## src/rtl/bcd_timer_down_mm_ss.sv

```systemverilog
// MM:SS BCD countdown timer with preset load, start/stop control and expiry.
// Flags are registered from the next-state value so they never glitch.
module bcd_timer_down_mm_ss #(
  parameter int unsigned MIN_TENS_MAX = 5
) (
  input  logic       clk,
  input  logic       rst,
  input  logic       tick,
  input  logic       load,
  input  logic       start,
  input  logic       stop,
  input  logic [3:0] pre_min_tens,
  input  logic [3:0] pre_min_ones,
  input  logic [3:0] pre_sec_tens,
  input  logic [3:0] pre_sec_ones,
  output logic [3:0] min_tens,
  output logic [3:0] min_ones,
  output logic [3:0] sec_tens,
  output logic [3:0] sec_ones,
  output logic       running,
  output logic       expired,
  output logic       done,
  output logic       load_err
);

  typedef enum logic [1:0] {S_IDLE, S_RUN, S_PAUSE, S_EXPIRED} state_t;

  localparam logic [3:0] MT_MAX = 4'(MIN_TENS_MAX);

  state_t     r_state, w_state_nxt;
  logic [3:0] r_mt, r_mo, r_st, r_so;
  logic [3:0] w_mt_nxt, w_mo_nxt, w_st_nxt, w_so_nxt;
  logic [3:0] w_mt_dec, w_mo_dec, w_st_dec, w_so_dec;
  logic       r_running, r_expired, r_done, r_load_err;
  logic       w_done_nxt, w_load_err_nxt;
  logic       w_load_ok, w_zero, w_at_one;
  logic       w_b_so, w_b_st, w_b_mo;

  assign w_load_ok = (pre_min_tens <= MT_MAX) && (pre_min_ones <= 4'd9) &&
                     (pre_sec_tens <= 4'd5)   && (pre_sec_ones <= 4'd9);
  assign w_zero    = ({r_mt, r_mo, r_st, r_so} == 16'h0000);
  assign w_at_one  = ({r_mt, r_mo, r_st, r_so} == 16'h0001);

  // Borrow ripples from seconds-ones up to minutes-tens.
  assign w_b_so   = (r_so == 4'd0);
  assign w_b_st   = w_b_so && (r_st == 4'd0);
  assign w_b_mo   = w_b_st && (r_mo == 4'd0);
  assign w_so_dec = w_b_so ? 4'd9 : r_so - 4'd1;
  assign w_st_dec = !w_b_so ? r_st : ((r_st == 4'd0) ? 4'd5 : r_st - 4'd1);
  assign w_mo_dec = !w_b_st ? r_mo : ((r_mo == 4'd0) ? 4'd9 : r_mo - 4'd1);
  assign w_mt_dec = !w_b_mo ? r_mt : r_mt - 4'd1;

  always_comb begin
    // NOTE: every combinational output gets a default first so no path infers a latch.
    w_state_nxt    = r_state;
    w_mt_nxt       = r_mt;
    w_mo_nxt       = r_mo;
    w_st_nxt       = r_st;
    w_so_nxt       = r_so;
    w_done_nxt     = 1'b0;
    w_load_err_nxt = 1'b0;
    case (r_state)
      S_RUN: begin
        if (stop) begin
          w_state_nxt = S_PAUSE;
        end else if (tick) begin
          {w_mt_nxt, w_mo_nxt, w_st_nxt, w_so_nxt} = {w_mt_dec, w_mo_dec, w_st_dec, w_so_dec};
          if (w_at_one) begin
            w_state_nxt = S_EXPIRED;
            w_done_nxt  = 1'b1;
          end
        end
      end
      default: begin
        if (load) begin
          if (w_load_ok) begin
            {w_mt_nxt, w_mo_nxt, w_st_nxt, w_so_nxt} =
              {pre_min_tens, pre_min_ones, pre_sec_tens, pre_sec_ones};
            w_state_nxt = S_IDLE;
          end else begin
            w_load_err_nxt = 1'b1;
          end
        end else if (start && (r_state != S_EXPIRED) && !w_zero) begin
          w_state_nxt = S_RUN;
        end
      end
    endcase
  end

  // NOTE: sequential state uses non-blocking assignments so all registers update together.
  always_ff @(posedge clk or posedge rst) begin
    if (rst) begin
      r_state    <= S_IDLE;
      r_mt       <= 4'd0;
      r_mo       <= 4'd0;
      r_st       <= 4'd0;
      r_so       <= 4'd0;
      r_running  <= 1'b0;
      r_expired  <= 1'b0;
      r_done     <= 1'b0;
      r_load_err <= 1'b0;
    end else begin
      r_state    <= w_state_nxt;
      r_mt       <= w_mt_nxt;
      r_mo       <= w_mo_nxt;
      r_st       <= w_st_nxt;
      r_so       <= w_so_nxt;
      r_running  <= (w_state_nxt == S_RUN);
      r_expired  <= (w_state_nxt == S_EXPIRED);
      r_done     <= w_done_nxt;
      r_load_err <= w_load_err_nxt;
    end
  end

  assign min_tens = r_mt;
  assign min_ones = r_mo;
  assign sec_tens = r_st;
  assign sec_ones = r_so;
  assign running  = r_running;
  assign expired  = r_expired;
  assign done     = r_done;
  assign load_err = r_load_err;

endmodule

```

## config.mk

```make
export PLATFORM = sky130hd
export DESIGN_NAME = bcd_timer_down_mm_ss
export DESIGN_NICKNAME = d
export VERILOG_FILES = /design/src/rtl/bcd_timer_down_mm_ss.sv
export SDC_FILE = /design/constraint.sdc
export NUM_CORES = 1
export LEC_CHECK = 0
export BUFFER_PORTS_ARGS = -buffer_cell sky130_fd_sc_hd__buf_4
export CAP_MARGIN = 20
export CORE_MARGIN = 4
export CORE_UTILIZATION = 40
export DETAILED_ROUTE_END_ITERATION = 16
export RECOVER_POWER = 100
export SYNTH_ARGS = -nofsm -noshare
export SYNTH_HDL_FRONTEND = slang
export SYNTH_SLANG_ARGS = --single-unit
```

## constraint.sdc

```tcl
create_clock -name clk -period 4.1 [get_ports clk]
set_input_delay 0.41 -clock clk [delete_from_list [all_inputs] [get_ports clk]]
set_output_delay 0.41 -clock clk [all_outputs]
set_load 0.01 [all_outputs]
```

==> summary.md, run 1 <==
| Metric | Value |
|---|---|
| Critical path type | reg2reg |
| CTS Buffer Depth | 2 |
| Starting Density | 0.430 |
| CTS H-tree lvls | 1 |
| RSZ-0062 raised after global routing | false |
| Post-Syn Nets | 183 |
| Clock insertion delay at the later pin of the skew report | 0.32 ns |
| # IOs | 42 |
| Final Critical Period | 2.82 ns |
| Cell area power density | 680 mW/mm^2 |
| Final period utilization | 0.687 |
| FILL cells | 332 |
| R2R Setup Slk | 1.28 ns |
| RR Startpoint | r_state[1] |
| Total GRT Usage | 0.175 |
| Commonest non-fill, non-tap cell in the layout | o21ai_0 |
| Post-CTS Setup Inserts | 0 |
| Clock network fraction of design power | 0.115 |
| Max cap viols | 0 |
| Layout cell share with drive strength beyond 1 | 0.152 |
| TritonCTS clock tree | built |
| GRT overflow | 0 |
| DR pass1 iterations | 4 |
| CP Max Fanout | 29 |
| Diodes inserted | 0 |
| Number of enable flip-flop cells after synthesis | 0 |
| Internal power | 571 uW |
| Syn Inst Count | 159 |
| CTS Buf Count | 3 |
| First-pass GRT wire length | 6000 um |
| Via count | 1339 |
| Mean routed wirelength per cell | 14.9 um |
| RePlAce Congestion | 0.862 |
| Most frequent cells in the layout | 26 x o21ai_0, 22 x dfrtp_1, 21 x buf_4, 21 x clkbuf_1, 17 x nor2_1 |
| Die Wd | 66.0 um |
| Status | finished clean |
| Netlist cell types | 40 |
| Comb pwr share | 0.495 |
| Total wire length | 3610 um |
| Area post-placement | 0.00167 mm^2 |
| Detailed Route Iter0 Violations | 85 |
| Hpwl dp | 2690 um |
| Critical Path RT | 4.35 ns |
| Share of flip-flops with an asynchronous set or reset | 1.00 |
| Sw frac | 0.484 |
| Seq/Total Area, Yosys | 0.409 |
| DRC Markers | 0 |
| Detail Route Antenna Nets | 0 |
| Synthesized area | 0.00135 mm^2 |
| Initial antenna violation count | 0 |
| Top_reg_cell synth | dfrtp_1 |
| Row count | 20 |
| Worst Tran Pin Value | 1.10 ns |
| CTS root buffer | clkbuf_4 |
| Vias in the first global route | 1297 |
| Reg2reg path depth | 5 |
| Seq cells post-synth | 22 |
| Hold crit path type | in2async |
| Largest area contributor in the netlist | dfrtp_1 |
| Post-CTS Hold Fix Bufs | 0 |
| Area contributors post-synth | dfrtp_1 41%, o21ai_0 7.4%, nor2_1 4.7%, nand2_1 4.2%, a21oi_1 4.1% |
| RR Endpoint | min_ones[0] |
| Syn Area/Cell | 8.46 um^2 |
| CP arrival | 3.06 ns |
| Syn-to-layout area delta | 21.0% |
| Sw power | 536 uW |
| Worst-path clk slew | 0.14 ns |
| Synth top area share | 0.409 |
| Die area | 0.00435 mm^2 |
| Peak VDD IR | 0.252 mV |
| Final Hold Vio Count | 0 |
| Cts repair resizes | 0 |
| Startpoint Class | flip-flop |
| Slew Limit Headroom | 0.265 |
| Die height | 66.0 um |
| Fmax | 355 MHz |
| Slew Limit Fails | 0 |
| Sequential group share of total power | 0.390 |
| Crit end category | flip-flop |
| Setup TNS | 0 ns |
| Finished Cell Area | 0.00163 mm^2 |
| Vias per cell | 5.53 |
| Endpoints failing setup | 0 |
| I/O Buffers | 41 |
| Largest net degree at the start of global routing | 35 |
| Nets | 223 |
| Core Box Area | 0.00313 mm^2 |
| LEAKAGE | 0.000684 uW |
| Warnings from Yosys | 0 |
| Final clock skew | 0.0124 ns |
| CTS sink cnt | 22 |
## worst max-delay path, cell delays in order (launching register included)
cell	delay (ns)
dfrtp_1	0.46
nand2b_1	0.32
clkbuf_1	0.86
a22oi_1	0.40
or2_0	0.46
o31ai_2	0.26
## routing by layer
layer	wire length, um	vias to the layer above	global-route usage
met5	0	-	0
met4	12	0	0.0381
met3	176	2	0.0272
met2	1840	45	0.305
met1	1580	633	0.226
li1	-	659	-
## worst max-delay path by stage
| stage | from | to | slack (ns) |
|---|---|---|---|
| 3_3_place_gp | r_state[1] | min_ones[0] | 1.57 |
| 3_5_place_dp | r_state[1] | min_ones[0] | 1.50 |
| 2_1_floorplan | min_ones[2] | expired | 2.28 |
| 4_1_cts | r_state[1] | min_ones[0] | 1.51 |
| 6_report | r_state[1] | min_ones[0] | 1.28 |
| 5_1_grt | r_state[1] | min_ones[2] | 0.98 |
## kinds of logic (layout without fill, tap and decap cells)
kind of cell / Yosys count / after routing / synth area share
fa+ha+maj: 2 / 2 / 0.0186
simple gates: 54 / 54 / 0.219
flops: 22 / 22 / 0.409
buf+inv: 16 / 55 / 0.0474
mux: 1 / 1 / 0.00837
compound gates: 64 / 64 / 0.298
## sequential cells by signal, indices dropped and copies added, names as in the netlist
| name | count |
|---|---|
| done | 1 |
| r_state | 2 |
| load_err | 1 |
| running | 1 |
| min_ones | 4 |
| sec_ones | 4 |
| sec_tens | 4 |
| min_tens | 4 |
| expired | 1 |
## area by class of cell
| type | count | area [um^2] | share of cell area |
|---|---|---|---|
| multi-input cells | 121 | 712 | 0.437 |
| flip-flops and latches | 22 | 551 | 0.338 |
| repair buffers | 43 | 244 | 0.150 |
| well taps | 44 | 55.1 | 0.0338 |
| clock buffers | 4 | 36.3 | 0.0223 |
| inverters | 8 | 30.0 | 0.0184 |
## power groups by stage
| stage | clock [uW] | sequential, uW | combinational (uW) |
|---|---|---|---|
| after floorplan | 0 | 450 | 384 |
| after global placement | 0 | 445 | 621 |
| after detailed placement | 0 | 448 | 618 |
| after CTS | 130 | 443 | 620 |
| after global routing | 139 | 455 | 627 |
| final | 127 | 431 | 548 |
## synth_stat cells (3+ instances only)
library cell	instances
dfrtp_1	22
o21ai_0	20
nor2_1	17
nand2_1	15
a21oi_1	11
inv_1	8
o21ai_1	7
a22oi_1	5
clkbuf_1	4
o31ai_1	4
a32oi_1	3
buf_2	3
nor3_1	3
## through the flow
stage	total power, uW	hold WS, ns	setup slack (ns)	utilization	cells
4_1_cts	1190	0.259	1.51	0.547	240
6_report	1110	0.247	1.28	0.520	242
5_1_grt	1220	0.263	0.981	0.520	242
2_1_floorplan	833	0.399	2.28	-	159
3_3_place_gp	1070	0.545	1.57	0.535	236
3_5_place_dp	1070	0.548	1.50	0.535	236
Power figures use the tool's default switching activity.
==> run 2, diff against run 1 <==
PLACE_DENSITY = 0.67   (was unset)
clock period = 2.5 ns   (was 4.1 ns; I/O delays follow)
==> run 2 against run 1 <==
Effect of this change:
- critical path depth increased by 2
- final area increased by 1.2%
- fmax is 32% higher
- via count fell by 0.37%
- clock skew grew 0.0015 ns
- count of clock-buffer cells in the layout unchanged
- first-iteration DRC count up 7.1%
- non-clock buffer count unchanged
- die area is the same
- sequential cell count is the same
- combinational power rose by 72%
- sequential share of layout area down 0.39 points
==> summary.md, run 2 (synthesized netlist as in run 1, its figures left out) <==
| Metric | Value |
|---|---|
| Final WS setup | 0.363 ns (was 1.28 ns) |
| Hpwl dp | 2880 um (was 2690 um) |
| CP arrival | 2.36 ns (was 3.06 ns) |
| Worst-path clk slew | 0.14 ns (about the same) |
| Slew Limit Fails | 0 (unchanged) |
| Slew Limit Headroom | 0.432 (was 0.265) |
| Mean routed wirelength per cell | 15.6 um (was 14.9 um) |
| Total GRT Usage | 0.186 (was 0.175) |
| Cts repair resizes | 0 (unchanged) |
| Row count | 20 (unchanged) |
| Cell Chain, Critical Path | inv_1 -> ha_1 -> nor3b_1 -> nand4_1 -> or3_1 -> or3_1 -> a21boi_0 (was nand2b_1 -> clkbuf_1 -> a22oi_1 -> or2_0 -> o31ai_2) |
| Starting Density | 0.430 (unchanged) |
| Max cap viols | 0 (unchanged) |
| Critical path type | reg2reg (unchanged) |
| Crit end category | flip-flop (unchanged) |
| DR pass1 iterations | 4 (unchanged) |
| Peak VDD IR | 0.500 mV (was 0.252 mV) |
| LEAKAGE | 0.000690 uW (was 0.000684 uW) |
| Core Box Area | 0.00313 mm^2 (unchanged) |
| RePlAce Congestion | 0.889 (was 0.862) |
| Startpoint Class | flip-flop (unchanged) |
| RSZ-0062 raised after global routing | false (unchanged) |
| Worst Tran Pin Value | 0.851 ns (was 1.10 ns) |
| CTS Buffer Depth | 2 (unchanged) |
| Post-Place Setup Slack | 0.438 ns (was 1.50 ns) |
| DRC Markers | 0 (unchanged) |
| Most used cell, CP | or3_1 |
| FILL cells | 325 (was 332) |
| Endpoints failing setup | 0 (unchanged) |
| Die height | 66.0 um (unchanged) |
| Post-CTS Setup Inserts | 0 (unchanged) |
| Nets | 223 (unchanged) |
| Post-CTS Hold Fix Bufs | 0 (unchanged) |
| First-pass GRT wire length | 6400 um (was 6000 um) |
| Setup TNS | 0 ns (unchanged) |
| CP peak stage delay | 0.44 ns (was 0.86 ns) |
| Final Critical Period | 2.14 ns (was 2.82 ns) |
| Via count | 1334 (was 1339) |
| Status | finished clean (unchanged) |
| Vias in the first global route | 1302 (was 1297) |
| Clock insertion delay at the later pin of the skew report | 0.31 ns (was 0.32 ns) |
| CP Max Fanout | 5 (was 29) |
| Hold crit path type | in2async (unchanged) |
| Final Hold Vio Count | 0 (unchanged) |
| Diodes inserted | 0 (unchanged) |
| Grt met2 use | 0.330 (was 0.305) |
| Layout cell share with drive strength beyond 1 | 0.162 (was 0.152) |
| Detailed Route Iter0 Violations | 91 (was 85) |
| CTS sink cnt | 22 (unchanged) |
| Vias per cell | 5.51 (was 5.53) |
| CTS H-tree lvls | 1 (unchanged) |
| Initial antenna violation count | 0 (unchanged) |
| Most frequent cells in the layout | 26 x o21ai_0, 22 x dfrtp_1, 22 x buf_4 (was 26 x o21ai_0, 22 x dfrtp_1, 21 x buf_4, 21 x clkbuf_1, 17 x nor2_1) |
| Final period utilization | 0.855 (was 0.687) |
| CTS Buf Count | 3 (unchanged) |
| Syn-to-layout area delta | 22.4% (was 21.0%) |
| Fmax | 468 MHz (was 355 MHz) |
| # IOs | 42 (unchanged) |
| TritonCTS clock tree | built (unchanged) |
| GRT overflow | 0 (unchanged) |
| Cell area power density | 1140 mW/mm^2 (was 680 mW/mm^2) |
| Largest net degree at the start of global routing | 23 (was 35) |
| Commonest non-fill, non-tap cell in the layout | o21ai_0 (unchanged) |
| Die area | 0.00435 mm^2 (unchanged) |
| Busiest layer in global routing | met2 (unchanged) |
| Final clock skew | 0.0139 ns (was 0.0124 ns) |
| Met1 Usage GRT | 0.243 (was 0.226) |
| GRT met3 Usage | 0.0272 (unchanged) |
| I/O Buffers | 41 (unchanged) |
| Die Wd | 66.0 um (unchanged) |
| CTS root buffer | clkbuf_4 (unchanged) |
| Critical path's slowest cell | dfrtp_1 (was clkbuf_1) |
| Critical Path RT | 2.72 ns (was 4.35 ns) |
| Detail Route Antenna Nets | 0 (unchanged) |
| Total wire length | 3790 um (was 3610 um) |
==> run 2: metrics by stage <==
stage / power, uW / util / hold WS (ns) / instances / cell area, um^2
final: 1880 / 0.526 / 0.0940 / 242 / 1650
after global routing: 2060 / 0.526 / 0.106 / 242 / 1650
after CTS: 1990 / 0.552 / 0.122 / 242 / 1730
after detailed placement: 1790 / 0.540 / 0.463 / 238 / 1690
after global placement: 1760 / 0.540 / 0.459 / 238 / 1690
after floorplan: 1370 / - / 0.239 / 159 / 1350
==> run 2: power breakdown <==
group	switching (uW)	internal (uW)
Combinational	577	367
Sequential	231	499
Clock	116	88.8
==> run 2: cell type report <==
type,instances,area [um^2],share of cell area
Clock buffer,4,36.3,0.0220
Tap cell,44,55.1,0.0334
Timing Repair Buffer,43,248,0.150
Inverter,8,30.0,0.0182
Sequential cell,22,551,0.334
Multi-Input combinational cell,121,727,0.441
==> run 2: critical path, delay by kind of cell (launching register included) <==
kind | cells | cell delay [ns]
buf+inv | 1 | 0.09
fa+ha+maj | 1 | 0.15
simple gates | 4 | 1.17
flops | 1 | 0.44
compound gates | 1 | 0.19
==> run 2: routing by layer <==
metal | wire length (um) | vias up
li1 | - | 656
met1 | 1630 | 637
met2 | 1970 | 39
met3 | 174 | 2
met4 | 18 | 0
met5 | 0 | -
==> run 2: final timing paths <==
check	start	end	slack, ns	depth (start not counted)
worst max-delay path	min_tens[0]	expired	0.36	7
worst min-delay path	rst	done	0.09	2
worst max register to register	min_tens[0]	expired	0.36	7
worst min register to register	min_tens[1]	min_tens[1]	0.58	1
max in group asynchronous	rst	min_tens[3]	1.87	2
min in group clk	stop	done	0.12	2
==> run 3, diff against run 2 <==
PLACE_DENSITY = 0.66   (was 0.67)
==> run 3 against run 2 <==
Effect of this change:
- count of clock-buffer cells in the layout stayed put
- sequential cell count unchanged
- register-to-register slack about the same
- combinational power is 1% higher
- wire length stayed put
- worst hold slack got worse by 0.011 ns
- non-clock buffer count grew 2
- critical path depth shrank 2
- clock skew decreased by 0.0079 ns
- final cell count rose by 0.83%
- via count up 3.6%
- critical endpoint is now min_ones[0]
==> summary.md, run 3 (synthesized netlist as in run 1, its figures left out) <==
| Metric | Value |
|---|---|
| Status | finished clean (unchanged) |
| Crit end category | flip-flop (unchanged) |
| I/O Buffers | 41 (unchanged) |
| First-pass GRT wire length | 6340 um (was 6400 um) |
| Row count | 20 (unchanged) |
| Post-CTS Setup Inserts | 0 (unchanged) |
| LEAKAGE | 0.000693 uW (was 0.000690 uW) |
| Detail Route Antenna Nets | 0 (unchanged) |
| Initial antenna violation count | 0 (unchanged) |
| Slew Limit Fails | 0 (unchanged) |
| Post-Route Utilization | 0.528 (was 0.526) |
| Cell area power density | 1150 mW/mm^2 (was 1140 mW/mm^2) |
| CP delay by family, top | simple AND/OR/NAND/NOR gates (unchanged) |
| Final period utilization | 0.850 (was 0.855) |
| Post-CTS Hold Fix Bufs | 0 (unchanged) |
| Core Box Area | 0.00313 mm^2 (unchanged) |
| Clock insertion delay at the later pin of the skew report | 0.32 ns (was 0.31 ns) |
| Hold_ws | 0.0834 ns (was 0.0940 ns) |
| Worst-path clk slew | 0.13 ns (was 0.14 ns) |
| Nets | 225 (was 223) |
| Final clock skew | 0.00604 ns (was 0.0139 ns) |
| Final Critical Period | 2.13 ns (was 2.14 ns) |
| CTS Buf Count | 3 (unchanged) |
| Hpwl dp | 2850 um (was 2880 um) |
| # IOs | 42 (unchanged) |
| Diodes inserted | 0 (unchanged) |
| DR pass1 iterations | 4 (unchanged) |
| Cts repair resizes | 0 (unchanged) |
| CTS sink cnt | 22 (unchanged) |
| CP arrival | 2.36 ns (about the same) |
| Area of the multi-input gates | 722 um^2 (was 727 um^2) |
| Layout cell share with drive strength beyond 1 | 0.160 (was 0.162) |
| Most frequent cells in the layout | 22 x dfrtp_1, 22 x buf_4, 21 x o21ai_0, 21 x clkbuf_1, 17 x nor2_1 (was 26 x o21ai_0, 22 x dfrtp_1, 22 x buf_4) |
| Vias per cell | 5.66 (was 5.51) |
| Finished Cell Area | 0.00165 mm^2 (about the same) |
| Final Hold Vio Count | 0 (unchanged) |
| GRT overflow | 0 (unchanged) |
| Sequential Area | 551 um^2 (unchanged) |
| Peak VDD IR | 0.597 mV (was 0.500 mV) |
| Setup TNS | 0 ns (unchanged) |
| Die Wd | 66.0 um (unchanged) |
| FILL cells | 322 (was 325) |
| TritonCTS clock tree | built (unchanged) |
| Syn-to-layout area delta | 22.7% (was 22.4%) |
| Endpoints failing setup | 0 (unchanged) |
| Total GRT Usage | 0.190 (was 0.186) |
| Via count | 1382 (was 1334) |
| Critical path's slowest cell | dfrtp_1 (unchanged) |
| Detailed Route Iter0 Violations | 107 (was 91) |
| Startpoint Class | flip-flop (unchanged) |
| Die area | 0.00435 mm^2 (unchanged) |
| Area post-placement | 0.00170 mm^2 (was 0.00169 mm^2) |
| CTS H-tree lvls | 1 (unchanged) |
| Total wire length | 3790 um (unchanged) |
| CP peak stage delay | 0.48 ns (was 0.44 ns) |
| Die height | 66.0 um (unchanged) |
| Largest net degree at the start of global routing | 23 (unchanged) |
| CP bufs+invs | 0 (was 1) |
| Hold crit path type | in2async (unchanged) |
| CTS Buffer Depth | 2 (unchanged) |
| CP Max Fanout | 8 (was 5) |
| Max cap viols | 0 (unchanged) |
| Worst Tran Pin Value | 0.836 ns (was 0.851 ns) |
| RePlAce Congestion | 0.931 (was 0.889) |
| DRC Markers | 0 (unchanged) |
| Starting Density | 0.430 (unchanged) |
| Critical Path RT | 2.73 ns (was 2.72 ns) |
| Mean routed wirelength per cell | 15.5 um (was 15.6 um) |
| Cell Chain, Critical Path | nand2b_1 -> nor3_4 -> a32oi_1 -> or2_0 -> o31ai_1 (was inv_1 -> ha_1 -> nor3b_1 -> nand4_1 -> or3_1 -> or3_1 -> a21boi_0) |
| Critical path type | reg2reg (unchanged) |
| Slew Limit Headroom | 0.442 (was 0.432) |
| R2R Setup Slk | 0.37 ns (was 0.36 ns) |
| RSZ-0062 raised after global routing | false (unchanged) |
| CTS root buffer | clkbuf_4 (unchanged) |
| Vias in the first global route | 1347 (was 1302) |
| Fmax | 470 MHz (was 468 MHz) |
run 3: worst paths after layout:
kind / start / end / depth (start not counted)
setup / recovery: r_state[1] / min_ones[0] / 5
hold / removal: rst / r_state[0] / 2
setup reg to reg: r_state[1] / min_ones[0] / 5
hold reg to reg: min_tens[1] / min_tens[1] / 1
max in group asynchronous: rst / load_err / 2
min in group clk: stop / done / 2
run 3: layout make-up:
cell class | count | area share
clock buffers | 4 | 0.0220
repair buffers | 45 | 0.155
inverters | 8 | 0.0182
flip-flops and latches | 22 | 0.334
multi-input cells | 121 | 0.437
well taps | 44 | 0.0334
run 3: where the power goes:
part,internal (uW),switching [uW]
logic,375,580
clock network,89.2,117
registers,499,236
run 3: routing by layer:
metal	share of wire	wire (um)	GRT usage	up-vias
met4	0.013	50	0.0660	0
li1	-	-	-	663
met2	0.49	1860	0.314	47
met5	0	0	0	-
met3	0.055	207	0.0255	5
met1	0.44	1660	0.255	667
run 3: through the flow:
step	power, uW	instances	setup slack (ns)
5_1_grt	2080	244	0.166
3_3_place_gp	1810	240	0.490
6_report	1900	244	0.375
2_1_floorplan	1370	159	0.683
3_5_place_dp	1810	240	0.489
4_1_cts	2020	244	0.451
